--- src/rtl/pi_request_queue_pkg.sv ---
// Shared definitions for the Pi request queue: register map, descriptor layout, version.
package pi_request_queue_pkg;

  // Register addresses on PI_A
  localparam logic [2:0] PI_REG_DATA_LO = 3'd0;
  localparam logic [2:0] PI_REG_DATA_HI = 3'd1;
  localparam logic [2:0] PI_REG_ADDR_LO = 3'd2;
  localparam logic [2:0] PI_REG_ADDR_HI = 3'd3;
  localparam logic [2:0] PI_REG_STATUS  = 3'd4;  // read side
  localparam logic [2:0] PI_REG_CONTROL = 3'd4;  // write side
  localparam logic [2:0] PI_REG_VERSION = 3'd7;

  localparam logic [15:0] FW_VERSION = 16'h0103;

  // Field offsets inside an ADDR_HI write word
  localparam int unsigned AH_ADDR_LSB = 0;   // address[23:16], 8 bits
  localparam int unsigned AH_SIZE_LSB = 8;   // size, 2 bits
  localparam int unsigned AH_READ_BIT = 10;  // read flag
  localparam int unsigned AH_FC_LSB   = 11;  // function code, 3 bits

  localparam int unsigned DESC_W = 62;

  typedef struct packed {
    logic [2:0]  fc;
    logic        read;
    logic [1:0]  size;
    logic [23:0] address;
    logic [31:0] data;
  } req_desc_t;

  // Readback word for ADDR_HI: the inverse of the ADDR_HI write layout
  function automatic logic [15:0] addr_hi_word(input req_desc_t d);
    return {2'b00, d.fc, d.read, d.size, d.address[23:16]};
  endfunction

endpackage

--- src/rtl/pi_request_queue_if.sv ---
// Request/response handshake between the Pi request queue and the Amiga bus FSM.
interface pi_request_queue_if;
  logic        REQ_VALID;
  logic        REQ_READY;
  logic [23:0] REQ_ADDRESS;
  logic [31:0] REQ_DATA;
  logic [1:0]  REQ_SIZE;
  logic        REQ_READ;
  logic [2:0]  REQ_FC;
  logic        RSP_VALID;
  logic [31:0] RSP_DATA;
  logic        RSP_TERM_OK;

  // Queue side: issues requests, receives completions
  modport master (
    output REQ_VALID, REQ_ADDRESS, REQ_DATA, REQ_SIZE, REQ_READ, REQ_FC,
    input  REQ_READY, RSP_VALID, RSP_DATA, RSP_TERM_OK
  );

  // Bus FSM side
  modport slave (
    input  REQ_VALID, REQ_ADDRESS, REQ_DATA, REQ_SIZE, REQ_READ, REQ_FC,
    output REQ_READY, RSP_VALID, RSP_DATA, RSP_TERM_OK
  );
endinterface

--- src/rtl/pi_request_queue_req_fifo.sv ---
// Synchronous descriptor FIFO with a registered head entry (no write-to-head bypass).
module pi_request_queue_req_fifo
  import pi_request_queue_pkg::*;
#(
  parameter int unsigned DEPTH = 4
) (
  input  logic      clk_i,
  input  logic      rst_i,
  input  logic      push_i,
  input  req_desc_t push_data_i,
  input  logic      pop_i,
  output logic      full_o,
  output logic      empty_o,
  output logic      head_valid_o,
  output req_desc_t head_o
);

  localparam int unsigned PtrW   = $clog2(DEPTH);
  localparam int unsigned CountW = PtrW + 1;

  req_desc_t           mem_q [DEPTH];
  logic [PtrW-1:0]     wr_ptr_q, rd_ptr_q;
  logic [CountW-1:0]   count_q;
  logic                head_valid_q;
  req_desc_t           head_q;
  logic                do_push, do_pop;

  assign full_o  = (count_q == CountW'(DEPTH));
  assign empty_o = (count_q == '0);

  // A push into a full FIFO is only accepted when the head leaves in the same cycle
  assign do_pop  = pop_i & ~empty_o;
  assign do_push = push_i & (~full_o | do_pop);

  // Storage array, no reset needed
  always_ff @(posedge clk_i) begin
    if (do_push) begin
      mem_q[wr_ptr_q] <= push_data_i;
    end
  end

  // Pointers and occupancy
  always_ff @(posedge clk_i) begin
    if (rst_i) begin
      wr_ptr_q <= '0;
      rd_ptr_q <= '0;
      count_q  <= '0;
    end else begin
      if (do_push) wr_ptr_q <= wr_ptr_q + PtrW'(1);
      if (do_pop)  rd_ptr_q <= rd_ptr_q + PtrW'(1);
      count_q <= count_q + CountW'(do_push) - CountW'(do_pop);
    end
  end

  // Head register trails storage by one cycle; an empty FIFO shows a zero head
  always_ff @(posedge clk_i) begin
    if (rst_i) begin
      head_valid_q <= 1'b0;
      head_q       <= '0;
    end else begin
      head_valid_q <= ~empty_o;
      head_q       <= empty_o ? '0 : mem_q[rd_ptr_q];
    end
  end

  assign head_valid_o = head_valid_q;
  assign head_o       = head_q;

endmodule

--- src/rtl/pi_request_queue.sv ---
// Pi GPIO front end: strobe synchroniser, register decode, request FIFO, in-flight tracking.
module pi_request_queue
  import pi_request_queue_pkg::*;
#(
  parameter int unsigned DEPTH       = 4,
  parameter int unsigned SYNC_STAGES = 2
) (
  input  logic                SYSCLK,
  input  logic                RESET,
  input  logic                PI_WR,
  input  logic [2:0]          PI_A,
  input  logic [15:0]         PI_DATA_IN,
  output logic [15:0]         PI_DATA_OUT,
  output logic                PI_BUSY,
  output logic [14:0]         CONTROL,
  pi_request_queue_if.master  bus_io
);

  logic [SYNC_STAGES-1:0] sync_q;
  logic                   hist_q;
  logic                   wr_event;
  logic                   wr_evt_q;
  logic [2:0]             wr_addr_q;
  logic [15:0]            wr_data_q;

  logic [31:0] stg_data_q, stg_data_d;
  logic [15:0] stg_addr_q, stg_addr_d;
  logic [14:0] control_q, control_d;
  logic        overflow_q, overflow_d;
  logic        in_flight_q, in_flight_d;
  logic        term_ok_q, term_ok_d;
  logic [31:0] rd_data_q, rd_data_d;

  logic        push, ctrl_clr_ovf;
  req_desc_t   push_desc, head;
  logic        fifo_full, fifo_empty, head_valid;
  logic        req_valid, req_fire, rsp_take, busy;

  // Synchroniser and history flop; reset to 0 so a strobe held low through reset is not a write
  always_ff @(posedge SYSCLK) begin
    if (RESET) begin
      sync_q <= '0;
      hist_q <= 1'b0;
    end else begin
      sync_q <= {sync_q[SYNC_STAGES-2:0], PI_WR};
      hist_q <= sync_q[SYNC_STAGES-1];
    end
  end

  assign wr_event = hist_q & ~sync_q[SYNC_STAGES-1];

  // Capture address and data at the write event; decode acts on the next cycle
  always_ff @(posedge SYSCLK) begin
    if (RESET) begin
      wr_evt_q  <= 1'b0;
      wr_addr_q <= '0;
      wr_data_q <= '0;
    end else begin
      wr_evt_q <= wr_event;
      if (wr_event) begin
        wr_addr_q <= PI_A;
        wr_data_q <= PI_DATA_IN;
      end
    end
  end

  // Register write decode: staging, push request, control set/clear
  always_comb begin
    stg_data_d   = stg_data_q;
    stg_addr_d   = stg_addr_q;
    control_d    = control_q;
    ctrl_clr_ovf = 1'b0;
    push         = 1'b0;
    if (wr_evt_q) begin
      case (wr_addr_q)
        PI_REG_DATA_LO: stg_data_d[15:0]  = wr_data_q;
        PI_REG_DATA_HI: stg_data_d[31:16] = wr_data_q;
        PI_REG_ADDR_LO: stg_addr_d        = wr_data_q;
        PI_REG_ADDR_HI: push              = 1'b1;
        PI_REG_CONTROL: begin
          if (wr_data_q[15]) begin
            control_d = control_q | wr_data_q[14:0];
          end else begin
            control_d    = control_q & ~wr_data_q[14:0];
            ctrl_clr_ovf = wr_data_q[14];
          end
        end
        default: ;
      endcase
    end
  end

  // Descriptor assembled from staging registers plus the ADDR_HI word
  always_comb begin
    push_desc         = '0;
    push_desc.address = {wr_data_q[AH_ADDR_LSB +: 8], stg_addr_q};
    push_desc.data    = stg_data_q;
    push_desc.size    = wr_data_q[AH_SIZE_LSB +: 2];
    push_desc.read    = wr_data_q[AH_READ_BIT];
    push_desc.fc      = wr_data_q[AH_FC_LSB +: 3];
  end

  pi_request_queue_req_fifo #(
    .DEPTH (DEPTH)
  ) u_req_fifo (
    .clk_i        (SYSCLK),
    .rst_i        (RESET),
    .push_i       (push),
    .push_data_i  (push_desc),
    .pop_i        (req_fire),
    .full_o       (fifo_full),
    .empty_o      (fifo_empty),
    .head_valid_o (head_valid),
    .head_o       (head)
  );

  // Only one request outstanding: the head is hidden while a bus cycle is in flight
  assign req_valid = head_valid & ~in_flight_q;
  assign req_fire  = req_valid & bus_io.REQ_READY;
  assign rsp_take  = bus_io.RSP_VALID & in_flight_q;
  assign busy      = ~fifo_empty | in_flight_q;

  // Next state for in-flight tracking, response capture and sticky overflow
  always_comb begin
    in_flight_d = in_flight_q;
    term_ok_d   = term_ok_q;
    rd_data_d   = rd_data_q;
    overflow_d  = overflow_q;
    if (req_fire) begin
      in_flight_d = 1'b1;
    end else if (rsp_take) begin
      in_flight_d = 1'b0;
      term_ok_d   = bus_io.RSP_TERM_OK;
      rd_data_d   = bus_io.RSP_DATA;
    end
    if (push && fifo_full && !req_fire) overflow_d = 1'b1;
    if (ctrl_clr_ovf) overflow_d = 1'b0;
  end

  // Architectural state
  always_ff @(posedge SYSCLK) begin
    if (RESET) begin
      stg_data_q  <= '0;
      stg_addr_q  <= '0;
      control_q   <= '0;
      overflow_q  <= 1'b0;
      in_flight_q <= 1'b0;
      term_ok_q   <= 1'b0;
      rd_data_q   <= '0;
    end else begin
      stg_data_q  <= stg_data_d;
      stg_addr_q  <= stg_addr_d;
      control_q   <= control_d;
      overflow_q  <= overflow_d;
      in_flight_q <= in_flight_d;
      term_ok_q   <= term_ok_d;
      rd_data_q   <= rd_data_d;
    end
  end

  // Pi read mux
  always_comb begin
    PI_DATA_OUT = '0;
    case (PI_A)
      PI_REG_DATA_LO: PI_DATA_OUT = rd_data_q[15:0];
      PI_REG_DATA_HI: PI_DATA_OUT = rd_data_q[31:16];
      PI_REG_ADDR_LO: PI_DATA_OUT = head.address[15:0];
      PI_REG_ADDR_HI: PI_DATA_OUT = addr_hi_word(head);
      PI_REG_STATUS:  PI_DATA_OUT = {11'b0, overflow_q, fifo_full, busy, term_ok_q, in_flight_q};
      PI_REG_VERSION: PI_DATA_OUT = FW_VERSION;
      default: ;
    endcase
  end

  assign PI_BUSY            = busy;
  assign CONTROL            = control_q;
  assign bus_io.REQ_VALID   = req_valid;
  assign bus_io.REQ_ADDRESS = head.address;
  assign bus_io.REQ_DATA    = head.data;
  assign bus_io.REQ_SIZE    = head.size;
  assign bus_io.REQ_READ    = head.read;
  assign bus_io.REQ_FC      = head.fc;

endmodule

--- src/flat_wrapper.sv ---
// flat-port wrapper written by rule: the top's interface ports become plain ports
module pi_request_queue_flat import pi_request_queue_pkg::*;
#(
  parameter int unsigned DEPTH       = 4,
  parameter int unsigned SYNC_STAGES = 2
)
  (SYSCLK, RESET, PI_WR, PI_A, PI_DATA_IN, PI_DATA_OUT, PI_BUSY, CONTROL, bus_io_REQ_VALID, bus_io_REQ_ADDRESS, bus_io_REQ_DATA, bus_io_REQ_SIZE, bus_io_REQ_READ, bus_io_REQ_FC, bus_io_REQ_READY, bus_io_RSP_VALID, bus_io_RSP_DATA, bus_io_RSP_TERM_OK);
  pi_request_queue_if bus_io_i ();
  input  logic SYSCLK;
  input  logic RESET;
  input  logic PI_WR;
  input  logic [2:0] PI_A;
  input  logic [15:0] PI_DATA_IN;
  output logic [15:0] PI_DATA_OUT;
  output logic PI_BUSY;
  output logic [14:0] CONTROL;
  output wire logic [$bits(bus_io_i.REQ_VALID)-1:0] bus_io_REQ_VALID;
  output wire logic [$bits(bus_io_i.REQ_ADDRESS)-1:0] bus_io_REQ_ADDRESS;
  output wire logic [$bits(bus_io_i.REQ_DATA)-1:0] bus_io_REQ_DATA;
  output wire logic [$bits(bus_io_i.REQ_SIZE)-1:0] bus_io_REQ_SIZE;
  output wire logic [$bits(bus_io_i.REQ_READ)-1:0] bus_io_REQ_READ;
  output wire logic [$bits(bus_io_i.REQ_FC)-1:0] bus_io_REQ_FC;
  input wire logic [$bits(bus_io_i.REQ_READY)-1:0] bus_io_REQ_READY;
  input wire logic [$bits(bus_io_i.RSP_VALID)-1:0] bus_io_RSP_VALID;
  input wire logic [$bits(bus_io_i.RSP_DATA)-1:0] bus_io_RSP_DATA;
  input wire logic [$bits(bus_io_i.RSP_TERM_OK)-1:0] bus_io_RSP_TERM_OK;
  assign bus_io_REQ_VALID = bus_io_i.REQ_VALID;
  assign bus_io_REQ_ADDRESS = bus_io_i.REQ_ADDRESS;
  assign bus_io_REQ_DATA = bus_io_i.REQ_DATA;
  assign bus_io_REQ_SIZE = bus_io_i.REQ_SIZE;
  assign bus_io_REQ_READ = bus_io_i.REQ_READ;
  assign bus_io_REQ_FC = bus_io_i.REQ_FC;
  assign bus_io_i.REQ_READY = bus_io_REQ_READY;
  assign bus_io_i.RSP_VALID = bus_io_RSP_VALID;
  assign bus_io_i.RSP_DATA = bus_io_RSP_DATA;
  assign bus_io_i.RSP_TERM_OK = bus_io_RSP_TERM_OK;
  pi_request_queue #(.DEPTH(DEPTH), .SYNC_STAGES(SYNC_STAGES)) u_core (.SYSCLK(SYSCLK), .RESET(RESET), .PI_WR(PI_WR), .PI_A(PI_A), .PI_DATA_IN(PI_DATA_IN), .PI_DATA_OUT(PI_DATA_OUT), .PI_BUSY(PI_BUSY), .CONTROL(CONTROL), .bus_io(bus_io_i));
endmodule
--- config.mk ---
export PLATFORM = sky130hd
export DESIGN_NAME = pi_request_queue_flat
export DESIGN_NICKNAME = d
export VERILOG_FILES = /design/src/rtl/pi_request_queue_pkg.sv /design/src/rtl/pi_request_queue_if.sv /design/src/rtl/pi_request_queue_req_fifo.sv /design/src/rtl/pi_request_queue.sv /design/src/flat_wrapper.sv
export SDC_FILE = /design/constraint.sdc
export NUM_CORES = 1
export LEC_CHECK = 0
export ABC_AREA = 1
export BUFFER_PORTS_ARGS = -buffer_cell sky130_fd_sc_hd__buf_2
export CELL_PAD_IN_SITES_DETAIL_PLACEMENT = 1
export CELL_PAD_IN_SITES_GLOBAL_PLACEMENT = 1
export CORE_AREA = 2 2 236 168
export CTS_BUF_LIST = sky130_fd_sc_hd__clkbuf_4
export CTS_CLUSTER_SIZE = 12
export DETAILED_ROUTE_END_ITERATION = 12
export DIE_AREA = 0 0 238 170
export HOLD_SLACK_MARGIN = 0.03
export PLACE_DENSITY = 0.79
export SYNTH_ARGS = -nofsm -noshare
export SYNTH_HDL_FRONTEND = slang
export SYNTH_HIERARCHICAL = 1
export SYNTH_SLANG_ARGS = --single-unit
--- constraint.sdc ---
create_clock -name SYSCLK -period 4.24 [get_ports SYSCLK]
set_input_delay 0 -clock SYSCLK [delete_from_list [all_inputs] [get_ports SYSCLK]]
set_output_delay 0 -clock SYSCLK [all_outputs]
set_load 0.005 [all_outputs]
==> out/results.tsv, run 1 <==
stage	metric	value	unit
clock_network	CTS tree	yes	
clock_network	CTS buffer count	107	
synthesis	synth top area cells	edfxtp_1, dfxtp_1, nor2_1, o21ai_0, nand2_1	
synthesis	synth unique cells	26	
floorplanning	site row count	60	
synthesis	Synth top area share	45.81	%
finish	share of layout cells above drive strength 1	18.13	%
setup_path	element type at the critical path start	register	
synthesis	FFs w/ async S/R, synth	0	%
sta	Final Max Slew Viols	0	
synthesis	area of the mapped netlist	16260	sq um
setup_path	crit path DAT	3.44	ns
global_routing	total grt overflow	0	
clock_network	# H-tree levels	3	
detailed_routing	Iter 0 DRT Violations	1165	
global_routing	number of global-route vias before repair	14640	
setup_path	Register-to-Register Setup Slack	1.28	ns
setup_path	crit path max fanout	37	
finish	Final nets	1974	
place	Cell Count Post-Placement	2157	
finish	non-filler cells, final	2502	
floorplanning	die area	40460	sq um
clock_network	worst-skew pair later-pin latency	0.83	ns
setup_path	crit-path most repeated cell	inv_1	
setup_path	Worst Setup Path Type	register to register	
synthesis	cells after synthesis	1582	
detailed_routing	drt pass-1 iters	5	
synthesis	area leader, netlist	edfxtp_1	
synthesis	syn_nets	1645	
detailed_routing	final WL	55290	microns
synthesis	Top FF cell, synth	edfxtp_1	
run	Max-Cap Viols	0	
sta	Worst slew margin	14.76	%
sta	actual slew at the worst max-slew pin	1.279	ns
detailed_routing	vias per cell	5.382	
clock_network	clk buf depth	3	
detailed_routing	drt drc	0	
sta	Max Clock Skew	0.05926	ns
place	half-perimeter wire length after detailed placement	27410	microns
sta	Period Utilization, post-route	69.81	%
sta	RSZ-0062 raised after global routing	no	
setup_path	Max stage delay on crit path	0.85	ns
clock_network	Reg clk slew, reported paths	0.07	ns
clock_network	clk sinks	439	
synthesis	Mean Syn Cell Area	10.28	sq um
place	Port Buffers	151	
worst_hold_path	hold path depth	3	
worst_hold_path	Hold Crit Class	primary input to register	
pwr	Pleak	7.781	nW
floorplanning	# IOs	152	
synthesis	count leader, synth	nor2_1	
sta	f_max	337.9	MHz
clock_network	Root Driver	clkbuf_4	
setup_path	WP data required	4.72	ns
finish	Area growth, synth to finish	23.67	%
sta	final hold vios	0	
synthesis	FF+latch count, synth	439	
setup_path	slowest stage cell, crit path	nor2_4	
floorplanning	Initial Util	42.63	%
global_routing	All-Layer GR Usage	27.61	%
setup_path	crit end category	register	
sta	post-layout min period	2.960	ns
synthesis	sequential element share of the synthesized area	69.33	%
place	routability cong.	0.7778	
floorplanning	Core Area	38140	sq um
detailed_routing	DR WL/cell	22.10	microns
setup_path	reg2reg path depth	8	
synthesis	EDFF count, synth	248	
detailed_routing	Detail Route Antenna Nets	0	
global_routing	initial antenna violation count	5	
sta	Final setup viols	0	
sta	setup TNS	0	ns
floorplanning	die width	238	microns
synthesis	Post-synth top cells	nor2_1, edfxtp_1, dfxtp_1, o21ai_0, nand2_1	
setup_path	crit-path cells	inv_1 -> nand3_1 -> inv_1 -> inv_1 -> nand3_1 -> nand2_1 -> nor2_4 -> buf_12	
pwr	maximum VDD drop	164.8	uV
detailed_routing	routed vias	13470	
global_routing	largest net degree at the start of global routing	127	
global_routing	first-pass GRT wire length	84260	microns
synthesis	synth warn	6	
floorplanning	die height	170	microns
finish	Fillers	4276	
pwr	power per cell area	417.3	nW/um^2
run_status	status	complete, no violations	
[worst max-delay path, delay by kind of cell, from the launching register on]
kind	cells	cell delay [ns]
simple gates	4	1.55
buf+inv	4	0.72
flops	1	0.36
[power breakdown]
part | internal (mW) | total [mW] | switching [mW] | leakage (nW)
logic | 0.127 | 0.240 | 0.113 | 3.27
clock network | 1.75 | 3.65 | 1.90 | 0.824
registers | 4.47 | 4.50 | 0.0318 | 3.68
total | 6.34 | 8.39 | 2.05 | 7.78
[per-stage QoR]
stage / power, mW / area, sq um / setup slack [ns] / hold slack [ns] / utilization [%]
after detailed placement: 4.712 / 17300 / 1.465 / 0.2178 / 45.37
final: 8.391 / 20110 / 1.280 / 0.06899 / 52.72
after global routing: 8.693 / 20100 / 1.043 / 0.03987 / 52.71
after CTS: 8.281 / 20100 / 1.472 / 0.04735 / 52.69
after floorplan: 4.644 / 16260 / 0.1993 / 0.06907 / -
after global placement: 4.705 / 17300 / 1.648 / 0.2041 / 45.37
[registers in the layout, indices dropped and copies added (netlist names), 2 cells and up, named ones only]
signal / count
u_core/sync_q: 2
u_core/wr_data_q: 16
u_core/u_req_fifo/rd_ptr_q: 2
u_core/wr_addr_q: 3
u_core/u_req_fifo/count_q: 3
u_core/u_req_fifo/head_o: 62
u_core/stg_addr_q: 16
u_core/stg_data_q: 32
u_core/rd_data_q: 32
u_core/u_req_fifo/wr_ptr_q: 2
u_core/u_req_fifo/mem_q: 248
[placed cells by master, fill, tap and decap left out, drive strengths merged, types with 3 or more instances in the layout]
cell type    count
a21oi           73
buf            162
clkbuf         161
clkinv          35
clkinvlp         3
dfxtp          191
diode            4
dlygate4sd3    141
edfxtp         248
ha               5
inv             79
nand2          140
nand3           32
nand4           10
nor2           489
o21ai          228
[per-layer routing]
| metal | vias to the layer above | GRT usage (%) | part of all wire, % |
|---|---|---|---|
| met4 | 0 | 16.68 | 5.4 |
| met1 | 6635 | 31.97 | 38 |
| met3 | 214 | 6.504 | 6.9 |
| li1 | 6001 | - | - |
| met5 | - | 0 | 0 |
| met2 | 615 | 46.94 | 50 |
[repair_timing]
action	in CTS	in global routing
hold buffers	141	0
endpoints found under the hold margin	65	0
resized for setup	0	0
buffers inserted	0	0
[cell type report]
| type | instances | area (sq um) | share of cell area, % |
|---|---|---|---|
| Antenna cell | 4 | 10.01 | 0.04979 |
| Clock buffer | 161 | 1209 | 6.012 |
| Clock inverter | 39 | 172.7 | 0.8588 |
| Inverter | 78 | 296.5 | 1.475 |
| Multi-Input combinational cell | 982 | 4259 | 21.18 |
| Sequential cell | 439 | 11280 | 56.08 |
| Tap cell | 496 | 620.6 | 3.087 |
| Timing Repair Buffer | 303 | 2262 | 11.25 |
[cell families (layout without fill, tap and decap cells)]
logic type	Yosys count	in the layout	synth area share, %
and+or+nand+nor	674	674	16.17
DFF	439	439	69.33
AOI/OAI and AO/OA	301	301	9.267
buffers and inverters	161	581	4.672
adders and majority gates	6	6	0.5080
xor gates and xnor gates	1	1	0.05389
other	0	4	0
[path summary, 6_finish.rpt]
| path | end | startpoint |
|---|---|---|
| setup reg to reg | u_core/u_req_fifo/mem_q[0][9] | u_core/in_flight_q |
| hold / removal | u_core/u_req_fifo/rd_ptr_q[0] | RESET |
| hold reg to reg | u_core/sync_q[1] | u_core/sync_q[0] |
| setup / recovery | u_core/u_req_fifo/mem_q[0][9] | u_core/in_flight_q |
Note: power is estimated with default switching activity, not from simulation.
==> run 2: changes to the inputs <==
- clock period: 4.24 -> 2.6 ns (I/O delays scaled with it)
==> out/results.tsv, run 2 (synthesis gave the netlist of run 1 again) <==
stage	metric	value	unit	change
setup_path	WP data required	3.05	ns	-1.67 ns
sta	post-layout min period	2.410	ns	-0.5500 ns
global_routing	number of global-route vias before repair	14570		-0.51%
detailed_routing	final WL	56950	microns	+3.0%
floorplanning	Core Area	38140	sq um	unchanged
finish	most common cell after layout, fill and taps aside	nor2_1		
finish	Final nets	1975		+0.051%
setup_path	crit path DAT	2.86	ns	-0.58 ns
finish	most flop-heavy register	u_core/u_req_fifo/mem_q		
sta	Final setup viols	0		unchanged
setup_path	element type at the critical path start	register		
detailed_routing	drt drc	0		unchanged
finish	Area growth, synth to finish	24.57	%	
floorplanning	# IOs	152		unchanged
worst_hold_path	Hold Crit Class	primary input to register		
run	Max-Cap Viols	0		unchanged
detailed_routing	DR WL/cell	22.79	microns	+3.1%
floorplanning	site row count	60		unchanged
global_routing	largest net degree at the start of global routing	127		unchanged
sta	Max Clock Skew	0.1110	ns	+0.05175 ns
global_routing	gr busiest metal	met2		
detailed_routing	vias per cell	5.387		about the same
clock_network	Reg clk slew, reported paths	0.07	ns	about the same
sta	Hold WS	0.09182	ns	+0.02282 ns
clock_network	Root Driver	clkbuf_4		
detailed_routing	drt pass-1 iters	5		unchanged
pwr	power per cell area	682.9	nW/um^2	+64%
sta	actual slew at the worst max-slew pin	0.9759	ns	-0.3027 ns
finish	commonest cells after routing, fill and taps aside	nor2_1, edfxtp_1, dfxtp_1		
setup_path	crit end category	register		
clock_network	clk sinks	439		unchanged
sta	RSZ-0062 raised after global routing	no		
detailed_routing	routed vias	13460		-0.030%
clock_network	worst-skew pair later-pin latency	0.89	ns	+0.06 ns
sta	Final Max Slew Viols	0		unchanged
clock_network	CTS buffer count	104		-2.8%
floorplanning	die width	238	microns	unchanged
global_routing	GRT met2 Usage	49.80	%	+2.9 points
place	Port Buffers	151		unchanged
setup_path	Worst Setup Path Type	register to register		
sta	worst setup margin	0.1902	ns	-1.090 ns
setup_path	crit path max fanout	62		+68%
global_routing	total grt overflow	0		unchanged
sta	final hold vios	0		unchanged
sta	Worst slew margin	34.70	%	+20 points
detailed_routing	Detail Route Antenna Nets	0		unchanged
place	half-perimeter wire length after detailed placement	26850	microns	-2.0%
clock_network	CTS tree	yes		
sta	f_max	415.0	MHz	+23%
place	dpl ws	0.3839	ns	-1.081 ns
finish	max FFs per register	248		unchanged
pwr	maximum VDD drop	341.9	uV	+110%
global_routing	M1 GR Usage	32.08	%	+0.11 points
pwr	Pleak	7.849	nW	+0.88%
floorplanning	Initial Util	42.63	%	unchanged
finish	share of layout cells above drive strength 1	18.62	%	+0.49 points
global_routing	first-pass GRT wire length	86000	microns	+2.1%
run_status	status	complete, no violations		
global_routing	All-Layer GR Usage	28.35	%	+0.74 points
place	routability cong.	0.7751		-0.35%
clock_network	# H-tree levels	3		unchanged
clock_network	clk buf depth	3		unchanged
sta	Period Utilization, post-route	92.68	%	+23 points
floorplanning	die area	40460	sq um	unchanged
global_routing	initial antenna violation count	4		-1
setup_path	Register-to-Register Setup Slack	0.19	ns	-1.09 ns
global_routing	met3 GRT Util	6.521	%	+0.016 points
floorplanning	die height	170	microns	unchanged
detailed_routing	Iter 0 DRT Violations	1291		+11%
-- run 2: final timing paths --
kind,start,end,cells after the start
setup / recovery,u_core/in_flight_q,u_core/u_req_fifo/mem_q[3][24],8
hold / removal,RESET,u_core/u_req_fifo/count_q[0],3
setup reg to reg,u_core/in_flight_q,u_core/u_req_fifo/mem_q[3][24],8
hold reg to reg,u_core/sync_q[0],u_core/sync_q[1],2
-- run 2: final cells by class --
cell class	count	area [sq um]
Multi-Input combinational cell	982	4264
Timing Repair Buffer	307	2392
Inverter	78	296.5
Clock inverter	17	76.32
Tap cell	496	620.6
Sequential cell	439	11280
Antenna cell	5	12.51
Clock buffer	175	1314
Fill cell	4261	17880
-- run 2: what timing repair did --
| action | CTS | global route |
|---|---|---|
| setup endpoints to repair | 0 | 1 |
| gates resized for setup | 0 | 1 |
| buffers inserted | 0 | 0 |
| hold buffers | 141 | 0 |
| endpoints found under the hold margin | 88 | 0 |
-- run 2: critical path, stage by stage, from the launching register on --
cell and delay (ns):
dfxtp_1 0.36, inv_1 0.13, nand3_1 0.18, inv_1 0.20, inv_1 0.07, nand3_1 0.19, nand2_1 0.29, nor2_4 0.21
buf_12 0.36
-- run 2: layer usage --
metal | routed length, microns | part of all wire, %
met1 | 21650 | 38
met5 | 0 | 0
met2 | 28890 | 51
met4 | 2965 | 5.2
met3 | 3441 | 6.0
-- run 2: per-stage QoR --
step / setup TNS [ns] / total power [mW] / std cells / util (%) / area (sq um)
after floorplan: -111.52 / 7.574 / 1582 / - / 16270
after global placement: 0 / 7.677 / 2161 / 45.71 / 17430
after detailed placement: 0 / 7.686 / 2161 / 45.71 / 17430
after CTS: 0 / 13.58 / 2494 / 53.06 / 20230
after global routing: 0 / 14.33 / 2498 / 53.10 / 20250
final: 0 / 13.83 / 2499 / 53.10 / 20250
-- run 2: where the power goes --
part,internal (mW),switching (mW)
Combinational,0.209,0.186
Clock,3.02,3.08
Sequential,7.28,0.0502
